<file path="config.mk">
export PLATFORM = sky130hd
export DESIGN_NAME = multi_cycle_ctrl
export DESIGN_NICKNAME = d
export VERILOG_FILES = /design/src/rtl/multi_cycle_ctrl.sv
export SDC_FILE = /design/constraint.sdc
export NUM_CORES = 1
export LEC_CHECK = 0
export CAP_MARGIN = 20
export CORE_ASPECT_RATIO = 0.5
export CORE_MARGIN = 1
export CORE_UTILIZATION = 53
export CTS_CLUSTER_DIAMETER = 50
export DETAILED_ROUTE_END_ITERATION = 16
export PLACE_DENSITY_LB_ADDON = 0.2
export RECOVER_POWER = 50
export SLEW_MARGIN = 20
export SYNTH_ARGS = -nofsm -noshare
export SYNTH_HDL_FRONTEND = slang
export SYNTH_SLANG_ARGS = --single-unit
</file>
<file path="constraint.sdc">
create_clock -name clk -period 3.2 [get_ports clk]
set_input_delay 0.32 -clock clk [delete_from_list [all_inputs] [get_ports clk]]
set_output_delay 0.32 -clock clk [all_outputs]
set_load 0.01 [all_outputs]
</file>
<file path="src/rtl/multi_cycle_ctrl.sv">
// Multi-cycle MIPS-subset control FSM (IF/ID/EX/MEM/WB) with cycle and instruction counters.
// Latency: j/NOP 2, beq/bne 3, ALU and sw 4, lw 5 cycles, plus fetch and memory wait cycles.
// Backpressure: stalls in IF until Inst_Ready and in MEM until Mem_Ready; readies seen in other states are ignored.
module multi_cycle_ctrl (
    input  logic        clk,
    input  logic        rst,
    input  logic [31:0] Instruction,
    input  logic        Inst_Ready,
    input  logic        Mem_Ready,
    input  logic        Zero,
    output logic        Inst_Req,
    output logic        IR_write,
    output logic        PC_write,
    output logic        RF_wen,
    output logic        MemRead,
    output logic        MemWrite,
    output logic        ALU_srcA_shamt,
    output logic        ALU_srcB_imm,
    output logic        Imm_zext,
    output logic        RegDst_rt,
    output logic [11:0] ALUop,
    output logic [31:0] cycle_cnt,
    output logic [31:0] inst_cnt
);

    typedef enum logic [2:0] {S_IF, S_ID, S_EX, S_MEM, S_WB} state_t;

    // Instruction class decides the path through EX/MEM/WB.
    typedef enum logic [2:0] {C_NOP, C_ALU, C_LW, C_SW, C_BEQ, C_BNE, C_J} cls_t;

    typedef struct packed {
        cls_t        cls;
        logic [11:0] aluop;
        logic        shamt;
        logic        imm;
        logic        zext;
        logic        rt;
    } dec_t;

    state_t      r_state;
    state_t      w_next;
    logic [5:0]  r_op;
    logic [5:0]  r_funct;
    dec_t        r_dec;
    dec_t        w_dec;
    logic        w_inst_done;
    logic [31:0] r_cycle_cnt;
    logic [31:0] r_inst_cnt;

    // Only opcode and funct steer control; the register/immediate fields belong to the datapath.
    logic w_unused_fields;
    assign w_unused_fields = ^Instruction[25:6];

    assign cycle_cnt = r_cycle_cnt;
    assign inst_cnt  = r_inst_cnt;

    // Decode the latched opcode/funct into class, one-hot ALU op and operand selects.
    always_comb begin
        w_dec = '0;
        case (r_op)
            6'h00: begin
                w_dec.cls = C_ALU;
                case (r_funct)
                    6'h21:   w_dec.aluop = 12'h001;
                    6'h23:   w_dec.aluop = 12'h002;
                    6'h24:   w_dec.aluop = 12'h004;
                    6'h25:   w_dec.aluop = 12'h008;
                    6'h27:   w_dec.aluop = 12'h010;
                    6'h26:   w_dec.aluop = 12'h020;
                    6'h2a:   w_dec.aluop = 12'h040;
                    6'h2b:   w_dec.aluop = 12'h080;
                    6'h00:   begin w_dec.aluop = 12'h100; w_dec.shamt = 1'b1; end
                    6'h02:   begin w_dec.aluop = 12'h200; w_dec.shamt = 1'b1; end
                    6'h03:   begin w_dec.aluop = 12'h400; w_dec.shamt = 1'b1; end
                    default: w_dec.cls = C_NOP;
                endcase
            end
            6'h02: w_dec.cls = C_J;
            6'h09: begin w_dec.cls = C_ALU; w_dec.aluop = 12'h001; w_dec.imm = 1'b1; w_dec.rt = 1'b1; end
            6'h0c: begin w_dec.cls = C_ALU; w_dec.aluop = 12'h004; w_dec.imm = 1'b1; w_dec.rt = 1'b1; w_dec.zext = 1'b1; end
            6'h0d: begin w_dec.cls = C_ALU; w_dec.aluop = 12'h008; w_dec.imm = 1'b1; w_dec.rt = 1'b1; w_dec.zext = 1'b1; end
            6'h0e: begin w_dec.cls = C_ALU; w_dec.aluop = 12'h020; w_dec.imm = 1'b1; w_dec.rt = 1'b1; w_dec.zext = 1'b1; end
            6'h0a: begin w_dec.cls = C_ALU; w_dec.aluop = 12'h040; w_dec.imm = 1'b1; w_dec.rt = 1'b1; end
            6'h0b: begin w_dec.cls = C_ALU; w_dec.aluop = 12'h080; w_dec.imm = 1'b1; w_dec.rt = 1'b1; end
            6'h0f: begin w_dec.cls = C_ALU; w_dec.aluop = 12'h800; w_dec.imm = 1'b1; w_dec.rt = 1'b1; end
            6'h23: begin w_dec.cls = C_LW;  w_dec.aluop = 12'h001; w_dec.imm = 1'b1; w_dec.rt = 1'b1; end
            6'h2b: begin w_dec.cls = C_SW;  w_dec.aluop = 12'h001; w_dec.imm = 1'b1; end
            6'h04: begin w_dec.cls = C_BEQ; w_dec.aluop = 12'h002; end
            6'h05: begin w_dec.cls = C_BNE; w_dec.aluop = 12'h002; end
            default: w_dec = '0;
        endcase
    end

    // State register.
    always_ff @(posedge clk) begin
        if (rst) r_state <= S_IF;
        else     r_state <= w_next;
    end

    // Capture opcode/funct when the fetch completes in IF.
    always_ff @(posedge clk) begin
        if (rst) begin
            r_op    <= 6'h00;
            r_funct <= 6'h00;
        end else if (r_state == S_IF && Inst_Ready) begin
            r_op    <= Instruction[31:26];
            r_funct <= Instruction[5:0];
        end
    end

    // Register the decode word at the end of ID so EX/MEM/WB see a stable copy.
    always_ff @(posedge clk) begin
        if (rst)                  r_dec <= '0;
        else if (r_state == S_ID) r_dec <= w_dec;
    end

    // Performance counters; both wrap naturally at 32 bits.
    always_ff @(posedge clk) begin
        if (rst) begin
            r_cycle_cnt <= 32'd0;
            r_inst_cnt  <= 32'd0;
        end else begin
            r_cycle_cnt <= r_cycle_cnt + 32'd1;
            if (w_inst_done) r_inst_cnt <= r_inst_cnt + 32'd1;
        end
    end

    // Next state and all strobes; reset forces every output low regardless of the current state.
    always_comb begin
        w_next         = r_state;
        w_inst_done    = 1'b0;
        Inst_Req       = 1'b0;
        IR_write       = 1'b0;
        PC_write       = 1'b0;
        RF_wen         = 1'b0;
        MemRead        = 1'b0;
        MemWrite       = 1'b0;
        ALU_srcA_shamt = 1'b0;
        ALU_srcB_imm   = 1'b0;
        Imm_zext       = 1'b0;
        RegDst_rt      = 1'b0;
        ALUop          = 12'h000;
        if (!rst) begin
            // Selects stay driven from the decode word for the rest of the instruction.
            if (r_state == S_EX || r_state == S_MEM || r_state == S_WB) begin
                ALU_srcA_shamt = r_dec.shamt;
                ALU_srcB_imm   = r_dec.imm;
                Imm_zext       = r_dec.zext;
                RegDst_rt      = r_dec.rt;
            end
            case (r_state)
                S_IF: begin
                    Inst_Req = 1'b1;
                    if (Inst_Ready) begin
                        IR_write = 1'b1;
                        PC_write = 1'b1;
                        w_next   = S_ID;
                    end
                end
                S_ID: begin
                    if (w_dec.cls == C_J) begin
                        PC_write    = 1'b1;
                        w_next      = S_IF;
                        w_inst_done = 1'b1;
                    end else if (w_dec.cls == C_NOP) begin
                        w_next      = S_IF;
                        w_inst_done = 1'b1;
                    end else begin
                        w_next = S_EX;
                    end
                end
                S_EX: begin
                    ALUop = r_dec.aluop;
                    case (r_dec.cls)
                        C_ALU:       w_next = S_WB;
                        C_LW, C_SW:  w_next = S_MEM;
                        C_BEQ: begin
                            PC_write    = Zero;
                            w_next      = S_IF;
                            w_inst_done = 1'b1;
                        end
                        C_BNE: begin
                            PC_write    = ~Zero;
                            w_next      = S_IF;
                            w_inst_done = 1'b1;
                        end
                        default: begin
                            w_next      = S_IF;
                            w_inst_done = 1'b1;
                        end
                    endcase
                end
                S_MEM: begin
                    MemRead  = (r_dec.cls == C_LW);
                    MemWrite = (r_dec.cls == C_SW);
                    if (Mem_Ready) begin
                        if (r_dec.cls == C_LW) begin
                            w_next = S_WB;
                        end else begin
                            w_next      = S_IF;
                            w_inst_done = 1'b1;
                        end
                    end
                end
                S_WB: begin
                    RF_wen      = 1'b1;
                    w_next      = S_IF;
                    w_inst_done = 1'b1;
                end
                default: w_next = S_IF;
            endcase
        end
    end

endmodule

</file>
# After elaboration in Yosys (flattened, before gate mapping)
# Index checks and enable logic that the tools add are counted.
[totals]
reg_bits = 98
elab_cells = 114
input_bits = 37
output_inout_bits = 86
[classes]
add_sub_neg = 2
bitwise_logic = 1
reduce_logical = 18
mux = 48
n_eq_ne = 34
[ops]
columns = ["op", "count"]
rows = [
  ["$pmux 11 s11", 1],
  ["$pmux 12 s9", 1],
  ["$add 32x1->32 const B", 2],
  ["$eq 6x6->1 const B", 10],
  ["$eq 6x4->1 const B", 7],
  ["$mux 1", 33],
  ["$mux 12", 2],
  ["$pmux 3 s7", 1],
  ["$eq 6x2->1 const B", 3],
  ["$eq 3x2->1 const B", 4],
  ["$eq 3x3->1 const B", 4],
  ["$eq 6x3->1 const B", 2],
  ["$logic_not 6->1", 2],
  ["$pmux 3 s4", 1],
  ["$reduce_or 3->1", 4],
  ["$reduce_or 11->1", 1],
  ["$mux 3", 3],
  ["$reduce_or 9->1", 1],
  ["$reduce_or 8->1", 1],
  ["$reduce_or 7->1", 1],
  ["$eq 3x1->1 const B", 2],
  ["$logic_not 3->1", 2],
  ["$pmux 3 s2", 1],
  ["$mux 2", 2],
  ["9 further kinds", 12],
]

# Longest topological paths before layout
[depth]
word_depth = 9
mapped_depth = 9
ltp_nobuf = 6

# Worst setup path after synthesis
# OpenSTA, ideal clock, no wires.
[synth_path]
path_kind = "reg2reg"
from = "register r_inst_cnt[9] (netlist: inst_cnt[9])"
to = "register r_inst_cnt[27] (netlist: inst_cnt[27])"
required_time_ns = 3.079
path_buffers = 1
path_slack_ns = 1.279
period_less_slack_ns = 1.921
arrival_time_ns = 1.800
path_stages_with_launch = 8
setup_ns = 0.121
path_cell_list = "dfxtp_1 -> nand4_2 -> nor3_2 -> and4_1 -> buf_4 -> nand4_1 -> a211oi_2 -> mux2_4"
[synth_between]
elab_chain_cells = 1
[synth_rtl]
columns = ["element", "line", "source"]
rows = [
  ["start: declaration", "48", "logic [31:0] r_inst_cnt;"],
  ["start signal: assignment", "124", "if (w_inst_done) r_inst_cnt <= r_inst_cnt + 32'd1;"],
  ["$add 32x1->32", "124", ""],
]
# No other way between the ends.
# A chain may end at the register's enable or synchronous reset.

# Final worst setup path
[layout_path]
from = "register r_state[1]"
to = "register r_inst_cnt[14] (netlist: inst_cnt[14])"
[layout_between]
elab_chain_cells = 3
elab_cells_between_ends = 6
cone_classes = "eq/ne (4); mux (2)"
[layout_rtl]
columns = ["element", "line", "source"]
rows = [
  ["start: declaration", "40", "state_t r_state;"],
  ["start signal: assignment", "97", "else r_state <= w_next;"],
  ["$eq 3x3->1, or another cell as far along", "151", "case (r_state)"],
  ["$pmux 1 s4 (*)", "151", ""],
  ["$mux 1 (*)", "143", "if (!rst) begin"],
]
# Mark *: on every way between the ends. The rest lies on a longest branch, timed or not.

==> impl_metrics.ini <==
[outcome]
status = complete, but fails checks
violations = max-capacitance violations, max-slew violations

[sta]
finClkSkew_ns = 0.00807
finalSetupViolations = 0
slew_viol_final = 104
rsz0062_at_grt = false
fin_ws_ns = 0.540
period_needed_ns = 2.66
finalHoldViolCount = 0
tns_ns = 0
fmax_mhz = 376
post-route-period-util_pct = 83.1
tightest_slew_ns = 1.93
relSlewSlack_pct = -28.9

[power_and_ir_drop]
p_int_uw = 1880
p_leak_uw = 0.00257
clock_power_share_pct = 40.3
power_uw = 2560
p_sw_uw = 684
peakVddDrop_mv = 0.257
combPwrFrac_pct = 9.6
sw_frac_of_total_pct = 26.7
p_per_area_mw_per_mm2 = 382
p_seq_share_pct = 50.0

[placement]
dpl_worst_slack_ns = 0.597
dp_hpwl_um = 8230
dp.cells = 839
place_congestion = 0.868
port_buffers = 102

[die]
io_pins = 123
die_w_um = 145
die_h_um = 73.4
rows = 25
start_util_pct = 55.9
die-area_mm2 = 0.0106
coreArea_mm2 = 0.00967

[critical_path]
cp.arrival_ns = 2.88
crit_type = register to register
r2r-start = r_state[1]$_SDFFE_PP0P_
worstPathMaxFanout = 11
critical_path.startpoint = r_state[1]$_SDFFE_PP0P_
r2r_cells = 6
rrSetupSlack_ns = 0.54
required_ns = 3.42
cp-start-kind = register
endpoint_kind = register
r2r-end = inst_cnt[14]$_SDFFE_PP0P_

[run]
drv_cap = 1

[global_routing]
grt_overflow_total = 0
antenna_found_initial = 0
grt_use_total_pct = 23.2
first_global_vias = 4181
grt_pass1_wl_um = 19500
grt_max_degree = 104

[cts]
clock_latency_ns = 0.34
postCtsSetupBuffers = 0
clkSinkCount = 98
clockRootBuffer = clkbuf_16
cts_hold_buf = 0
clk_pin_slew_ns = 0.07
cts_tree = yes
cts_resized = 0
clockBufferDepth = 2
numCtsBuffers = 9
h-tree-depth = 3

[synth]
ys_warn_count = 0
synth_area_per_cell_um2 = 8.54
synth_edf_count = 0
yosysUniqueCellTypes = 74
synth_ff_type = dfxtp_1
synth_cells = 632
seq_area_frac_synth_pct = 36.3
async_reset_ff_share_pct = 0
syn_area_mm2 = 0.00540
synth_nets = 671
ys_ff_latch = 98

[routing]
detail-route-antenna-nets = 0
first_pass_iters = 4
vias_per_cell = 5.51
vias = 4712
routedWlPerCell_um = 13.8
drtIter0Drc = 254
wl_um = 11800
drc_errors = 0

[layout]
finalNonFillerCells = 855
final_cell_mix = dfxtp_1 (98), nor2_1 (87), dlygate4sd3_1 (62), nand2_1 (60)
nets = 754
drive_gt1_share_pct = 11.8
layout_commonest_cell = dfxtp_1
n_antenna_cell = 0
utilization_pct = 69.4
area_delta_synth_final_pct = 24.3

[min_path]
hp-class = input pin to register
hold_depth = 2
worstHoldStart = rst
hold_path_end = r_dec[6]$_SDFFE_PP0N_
-- metal layers --
metal	share of wire (%)	global-route usage (%)
met5	0	0
met4	0.92	7.72
met3	3.6	5.35
met2	47	40.2
met1	48	28.9
-- kinds of logic (layout without fill, tap and decap cells) --
logic type      after synthesis  count (layout)  share of synthesized area, %
xor+xnor                     25              25                          4.06
compound gates              113             113                          15.9
flops                        98              98                          36.3
fa+ha+maj                     2               2                         0.463
mux                          30              30                          7.18
simple gates                313             313                          31.1
buf+inv                      51             139                          4.98
-- sequential cells by signal, summed over array words and instances (netlist names) --
register and flops:
r_state 3, r_op 6, r_dec 19, r_funct 6, cycle_cnt 32, inst_cnt 32
-- worst max-delay path by stage --
stage	end	slack [ns]	cells past startpoint
4_1_cts	inst_cnt[14]$_SDFFE_PP0P_	0.56	6
2_1_floorplan	inst_cnt[27]$_SDFFE_PP0P_	1.28	7
5_1_grt	inst_cnt[14]$_SDFFE_PP0P_	0.40	6
3_5_place_dp	inst_cnt[10]$_SDFFE_PP0P_	0.60	6
3_3_place_gp	inst_cnt[10]$_SDFFE_PP0P_	0.63	6
6_report	inst_cnt[14]$_SDFFE_PP0P_	0.54	6
-- power groups by stage --
| stage | Combinational, µW | Clock, µW | Sequential (µW) |
|---|---|---|---|
| 4_1_cts | 249 | 1060 | 1280 |
| 5_1_grt | 273 | 1110 | 1290 |
| 6_report | 247 | 1030 | 1280 |
| 3_5_place_dp | 247 | 0 | 1310 |
| 2_1_floorplan | 191 | 0 | 1290 |
| 3_3_place_gp | 243 | 0 | 1310 |
-- synthesized netlist by cell type, types with 3 or more instances --
| cell | instances | area [µm²] |
|---|---|---|
| nor2b_1 | 31 | 194 |
| and4_1 | 4 | 35.0 |
| a211oi_2 | 8 | 100 |
| nor3_1 | 6 | 30.0 |
| clkbuf_1 | 15 | 56.3 |
| buf_2 | 6 | 30.0 |
| and2_1 | 23 | 144 |
| nor3b_1 | 3 | 22.5 |
| dfxtp_1 | 98 | 1960 |
| nand4_2 | 3 | 37.5 |
| buf_1 | 5 | 18.8 |
| a21oi_1 | 39 | 195 |
| nor2_1 | 87 | 327 |
| buf_6 | 4 | 45.0 |
| and3_1 | 11 | 68.8 |
| a21oi_2 | 14 | 123 |
| nand2b_1 | 5 | 31.3 |
| a2bb2oi_1 | 4 | 35.0 |
| nand3_1 | 29 | 145 |
| mux2_1 | 13 | 146 |
| mux2_4 | 14 | 210 |
| o21ai_0 | 9 | 45.0 |
| xnor2_1 | 10 | 87.6 |
| xor2_1 | 15 | 131 |
| inv_1 | 13 | 48.8 |
| a211oi_1 | 4 | 30.0 |
| nand4_1 | 18 | 113 |
| buf_4 | 6 | 45.0 |
| nand3b_1 | 6 | 45.0 |
| nand2_1 | 60 | 225 |
| or3_1 | 9 | 56.3 |
| a32oi_1 | 3 | 26.3 |
-- through the flow --
step	hold WS (ns)	instance area [µm²]
after floorplan	0.427	5400
final	0.339	6710
after global routing	0.353	6710
after CTS	0.333	6720
after global placement	0.435	6430
after detailed placement	0.441	6430
-- worst max-delay path, cell delays in order, from the launching register on --
cell,delay (ns)
dfxtp_1,0.56
nor2b_2,0.30
o2111ai_1,0.13
o21a_1,0.17
nand3b_1,0.64
a21oi_2,0.38
mux2_1,0.36
-- layout make-up --
cell class	count	area, µm²
Tap cell	135	169
Timing Repair Buffer	110	1070
Clock inverter	7	60.1
Multi-Input combinational cell	483	3170
Clock buffer	9	225
Sequential cell	98	1960
Fill cell	786	2950
Inverter	13	48.8
Power figures use the tool's default switching activity.
